===== src/rtl/conv_transposed_1d_zero_insert_feeder.sv =====
// ============================================================================
// conv_transposed_1d_zero_insert_feeder
//   Stride-expands and edge-pads an input frame so a transposed 1D conv can run
//   as a direct dilated convolution. Revision: 1.0
// ============================================================================
`default_nettype none

module conv_transposed_1d_zero_insert_feeder #(
  parameter int DATA_W      = 32,
  parameter int KERNEL_SIZE = 3,
  parameter int STRIDE      = 2,
  parameter int PADDING     = 1,
  parameter int DILATION    = 2
) (
  input  logic              clk,
  input  logic              rst_n,
  input  logic              in_valid,
  output logic              in_ready,
  input  logic [DATA_W-1:0] in_data,
  input  logic              in_last,
  output logic              out_valid,
  input  logic              out_ready,
  output logic [DATA_W-1:0] out_data,
  output logic              out_last,
  output logic              busy
);

  localparam int EDGE      = DILATION * (KERNEL_SIZE - 1) - PADDING;
  localparam int C_CNT_MAX = (EDGE > STRIDE) ? EDGE : STRIDE;
  localparam int CNT_W     = (C_CNT_MAX > 1) ? $clog2(C_CNT_MAX) : 1;

  localparam logic [CNT_W-1:0] C_EDGE_LAST = CNT_W'((EDGE > 0) ? EDGE - 1 : 0);
  localparam logic [CNT_W-1:0] C_GAP_LAST  = CNT_W'((STRIDE > 1) ? STRIDE - 2 : 0);
  localparam logic [CNT_W-1:0] C_ONE       = CNT_W'(1);

  if (PADDING < 0 || PADDING > DILATION * (KERNEL_SIZE - 1)) begin : g_bad_padding
    $error("PADDING must lie in [0, DILATION*(KERNEL_SIZE-1)]");
  end
  if (STRIDE < 1 || DILATION < 1 || KERNEL_SIZE < 1) begin : g_bad_geometry
    $error("STRIDE, DILATION and KERNEL_SIZE must all be >= 1");
  end

  typedef enum logic [2:0] {
    S_IDLE  = 3'd0,
    S_LEAD  = 3'd1,
    S_DATA  = 3'd2,
    S_GAP   = 3'd3,
    S_TRAIL = 3'd4
  } state_t;

  state_t            state_q;
  logic [CNT_W-1:0]  cnt_q;
  logic              out_valid_q;
  logic [DATA_W-1:0] out_data_q;
  logic              out_last_q;
  logic              busy_q;
  logic              w_adv;

  // The output register may take a new beat when it is empty or being drained.
  assign w_adv     = !out_valid_q || out_ready;
  assign in_ready  = (state_q == S_DATA) && w_adv;
  assign out_valid = out_valid_q;
  assign out_data  = out_data_q;
  assign out_last  = out_last_q;
  assign busy      = busy_q;

  always_ff @(posedge clk or negedge rst_n) begin
    if (!rst_n) begin
      state_q     <= S_IDLE;
      cnt_q       <= '0;
      out_valid_q <= 1'b0;
      out_data_q  <= '0;
      out_last_q  <= 1'b0;
      busy_q      <= 1'b0;
    end else begin
      if (out_valid_q && out_ready && out_last_q) begin
        busy_q <= 1'b0;
      end
      if (w_adv) begin
        out_valid_q <= 1'b0;
        out_last_q  <= 1'b0;
        case (state_q)
          S_IDLE: begin
            // A pending sample only opens the frame; it is consumed in DATA.
            if (in_valid) begin
              busy_q  <= 1'b1;
              cnt_q   <= '0;
              state_q <= (EDGE > 0) ? S_LEAD : S_DATA;
            end
          end
          S_LEAD: begin
            out_valid_q <= 1'b1;
            out_data_q  <= '0;
            if (cnt_q == C_EDGE_LAST) begin
              cnt_q   <= '0;
              state_q <= S_DATA;
            end else begin
              cnt_q <= cnt_q + C_ONE;
            end
          end
          S_DATA: begin
            if (in_valid) begin
              out_valid_q <= 1'b1;
              out_data_q  <= in_data;
              cnt_q       <= '0;
              if (in_last) begin
                if (EDGE > 0) begin
                  state_q <= S_TRAIL;
                end else begin
                  out_last_q <= 1'b1;
                  state_q    <= S_IDLE;
                end
              end else if (STRIDE > 1) begin
                state_q <= S_GAP;
              end
            end
          end
          S_GAP: begin
            out_valid_q <= 1'b1;
            out_data_q  <= '0;
            if (cnt_q == C_GAP_LAST) begin
              cnt_q   <= '0;
              state_q <= S_DATA;
            end else begin
              cnt_q <= cnt_q + C_ONE;
            end
          end
          S_TRAIL: begin
            out_valid_q <= 1'b1;
            out_data_q  <= '0;
            if (cnt_q == C_EDGE_LAST) begin
              out_last_q <= 1'b1;
              cnt_q      <= '0;
              state_q    <= S_IDLE;
            end else begin
              cnt_q <= cnt_q + C_ONE;
            end
          end
          default: begin
            cnt_q   <= '0;
            state_q <= S_IDLE;
          end
        endcase
      end
    end
  end

endmodule

`default_nettype wire

===== config.mk =====
export PLATFORM = sky130hd
export DESIGN_NAME = conv_transposed_1d_zero_insert_feeder
export DESIGN_NICKNAME = d
export VERILOG_FILES = /design/src/rtl/conv_transposed_1d_zero_insert_feeder.sv
export SDC_FILE = /design/constraint.sdc
export NUM_CORES = 1
export LEC_CHECK = 0
export ABC_AREA = 1
export ABC_CLOCK_PERIOD_IN_PS = 1700
export BUFFER_PORTS_ARGS = -buffer_cell sky130_fd_sc_hd__buf_2
export CAP_MARGIN = 30
export CORE_MARGIN = 3
export CORE_UTILIZATION = 49
export CTS_CLUSTER_DIAMETER = 30
export DETAILED_ROUTE_END_ITERATION = 7
export PLACE_DENSITY = 0.85
export SYNTH_ARGS = -nofsm -noshare
export SYNTH_HDL_FRONTEND = slang
export SYNTH_SLANG_ARGS = --single-unit

===== constraint.sdc =====
create_clock -name clk -period 1.7 [get_ports clk]
set_input_delay 0.17 -clock clk [delete_from_list [all_inputs] [get_ports clk]]
set_output_delay 0.17 -clock clk [all_outputs]
set_load 0.01 [all_outputs]

==> reports/metrics.yaml <==
sta:
  worst_slew_margin_rel: 0.620
  final.setup.tns_ps: 0
  period_needed_ps: 1520
  unrepaired_setup_endpoints_after_global_routing: "no"
  hold_violations: 0
  timing_max_transition_violations_final: 0
  post_route_clock_skew_ps: 2.49
  setup_violations: 0
  hold_slack_ps: 114
  fmax_ghz: 0.658
  timing.final.ws_setup_ps: 180
  timing_worst_slew_pin_value_ps: 570
  min_period_over_period: 0.894
critical_path:
  critPathCaptureType: "output pin"
  startpoint_type: "register"
  cp_cell_sequence: "inv_2, nand3_4, a21oi_1, buf_2"
  critPathMaxFanout: 7
  reg2regPathDepth: 6
  critPathSlowestCell: "dfrtp_1"
  slowest_delay_ps: 450
  reg2reg_from: "state_q[0]$_DFFE_PN0P_"
  path_class: "reg -> out"
  regToRegSetupSlack_ps: 210
  worst_path_required_ps: 1530
  rr_endpoint: "out_data[2]$_DFFE_PN0P_"
  cp_data_arrival_time_ps: 1350
routing:
  routed_wire_length_per_instance_um: 13.5
  route.vias.total: 1803
  drt_pass_1_iters: 4
  drt_first_iter_violations: 132
  number_of_nets_with_antenna_violations_after_detailed_routing: 0
  drt_via_density: 5.21
  postRouteWirelength_mm: 4.66
  drt_drc_violations_left: 0
grt:
  grt_antenna_before_repair: 0
  grt_first_pass_wirelength_mm: 7.78
  grt_overflow_total: 0
  grt_usage: 0.198
  via_count_of_the_first_global_routing_pass: 1704
  pin_count_of_the_biggest_net_entering_global_routing: 35
layout:
  layout.cells.non_filler: 346
  post_route_cells_drive_above_1_share: 0.332
  fin_area_mm2: 0.00246
  layout_filler_cell_count: 336
  insertedDiodeCount: 0
  final_nets: 339
  synthToLayoutAreaGrowth_pct: 25.1
  post-route-util: 0.652
synth:
  netlist_area_mm2: 0.00197
  syn_nets: 267
  post_synth_inst_count: 225
  post_synth_fa_ha_maj_area_fraction: 0.0318
  synth_top_family_by_area: "simple AND/OR/NAND/NOR gates"
  post_synth_num_cell_types: 20
  synth-simple-area-share: 0.375
  ys_seq_elements: 40
  synth_compound_area_frac: 0.0134
  synth.yosys.seq_area_share: 0.509
  synthesis.area_per_instance_um2: 8.74
  post_synth_mux_area_share: 0
  yosys.area_share.xor_xnor: 0
  synth.yosys.warnings: 0
min_path:
  min_delay_worst_endpoint: "out_data[10]$_DFFE_PN0P_"
  min_delay_path_depth: 3
  timing.hold.worst.start: "in_data[10]"
  hold_path_class: "in -> reg"
floorplanning:
  dieHeight_um: 69.3
  row_count: 22
  pin_count: 73
  fp.dieW_um: 69.3
  fp.coreArea_mm2: 0.00377
  floorplan.initialDensity: 0.521
  dieArea_mm2: 0.00481
place:
  dpl_cell_area_mm2: 0.00232
  io_port_bufs: 72
  routabilityCongestion: 0.965
  dpl.cell_count: 336
  pre_cts_ws_ps: 35.6
  dp.final_hpwl_mm: 3.24
clocking:
  clk_transition_reported_paths_ps: 80
  cts_num_sinks: 40
  max-clock-path-buffers: 2
  post_cts.repair.setup_buffers: 0
  cts-htree-levels: 2
  tritoncts: "built"
  clockRootBuffer: "clkbuf_8"
  cts-buffers-inserted: 5
  clock_latency_ps: 300
outcome:
  run_status: "complete, no violations"
power_and_ir_drop:
  leakage_nw: 1.47
  vdd.ir_drop.worst_mv: 1.11
  power_per_cell_area_mw_per_mm2: 1920
  totalPowerFinal_mw: 4.72
job:
  maxCapViolCount: 0
## worst max path at each step
stage          slack [ps]  cells past startpoint                  endpoint                    from
2_1_floorplan         430                      7   out_data[0]$_DFFE_PN0P_  state_q[0]$_DFFE_PN0P_
3_3_place_gp           80                      5   out_data[5]$_DFFE_PN0P_  state_q[1]$_DFFE_PN0P_
3_5_place_dp           40                      5  out_data[28]$_DFFE_PN0P_  state_q[1]$_DFFE_PN0P_
4_1_cts                50                      6  out_data[13]$_DFFE_PN0P_  state_q[2]$_DFFE_PN0P_
5_1_grt                40                      6  out_data[25]$_DFFE_PN0P_  state_q[1]$_DFFE_PN0P_
6_report              180                      4                  in_ready  state_q[2]$_DFFE_PN0P_
## worst max-delay path, delay by kind of cell (launching register included)
family | cells | cell delay [ps]
AO/OA/AOI/OAI | 1 | 160
flip-flops | 1 | 450
buffers and inverters | 2 | 310
AND/OR/NAND/NOR | 1 | 130
## flip-flops by register name (all words and copies together), names as in the netlist
name / cells
out_data: 32
state_q: 3
busy: 1
out_last: 1
cnt_q: 2
out_valid: 1
## cell families after synthesis
logic type	count (synthesis)
flip-flops	40
adder cells (fa/ha/maj)	5
AND/OR/NAND/NOR	152
buffers and inverters	23
AO/OA/AOI/OAI	5
## area by class of cell
cell class / count / area [µm²] / area share
multi-input cells: 163 / 837 / 0.340
inverters: 11 / 41.3 / 0.0168
clock buffers: 5 / 68.8 / 0.0280
flip-flops and latches: 40 / 1000 / 0.407
well taps: 48 / 60.1 / 0.0244
clock inverters: 3 / 46.3 / 0.0188
repair buffers: 76 / 405 / 0.165
## synth_stat cells
library cell | n | share of area
buf_2 | 6 | 0.015
dfrtp_1 | 40 | 0.51
o21ai_0 | 3 | 0.0076
nor2_4 | 1 | 0.0057
nand2_2 | 3 | 0.0095
nor2_1 | 3 | 0.0057
inv_1 | 9 | 0.017
nand3b_2 | 1 | 0.0057
nand4_1 | 33 | 0.11
nand2_1 | 94 | 0.18
nor2_2 | 3 | 0.0095
nand2_4 | 3 | 0.017
o22ai_1 | 1 | 0.0032
nand3_4 | 1 | 0.0089
buf_6 | 6 | 0.034
a21oi_1 | 1 | 0.0025
nand3_2 | 1 | 0.0051
nand3_1 | 9 | 0.023
inv_2 | 2 | 0.0038
ha_1 | 5 | 0.032
## layer usage
layer / wire [µm] / vias to the layer above / track usage / part of all wire
li1: - / 892 / - / -
met2: 2360 / 53 / 0.342 / 0.51
met5: 0 / - / 0 / 0
met3: 286 / 5 / 0.0580 / 0.061
met1: 1970 / 853 / 0.243 / 0.42
met4: 40 / 0 / 0.0456 / 0.0086
## cells in the final DEF (no fill, tap or decap), drive strengths merged
cell	synthesis	layout
inv	11	12
o22ai	1	1
clkinvlp	0	1
clkbuf	0	5
ha	5	5
bufinv	0	1
nand4	33	33
nand2	100	100
nor2	7	8
buf	12	75
nand3	11	11
nand3b	1	1
dlygate4sd3	0	1
o21ai	3	3
dfrtp	40	40
a21oi	1	1
## power breakdown
part / leakage [nW] / switching (mW) / internal (mW)
registers: 0.538 / 0.283 / 1.35
logic: 0.873 / 1.54 / 0.760
clock network: 0.0548 / 0.350 / 0.442
total: 1.47 / 2.17 / 2.55
## what timing repair did
action	4_1_cts	5_1_grt
pin swaps	1	0
setup endpoints to repair	1	16
gates cloned	1	0
hold endpoints to repair	24	0
hold buffers	1	0
gates resized for setup	0	1
No activity file was read; power rests on OpenSTA's default activity.
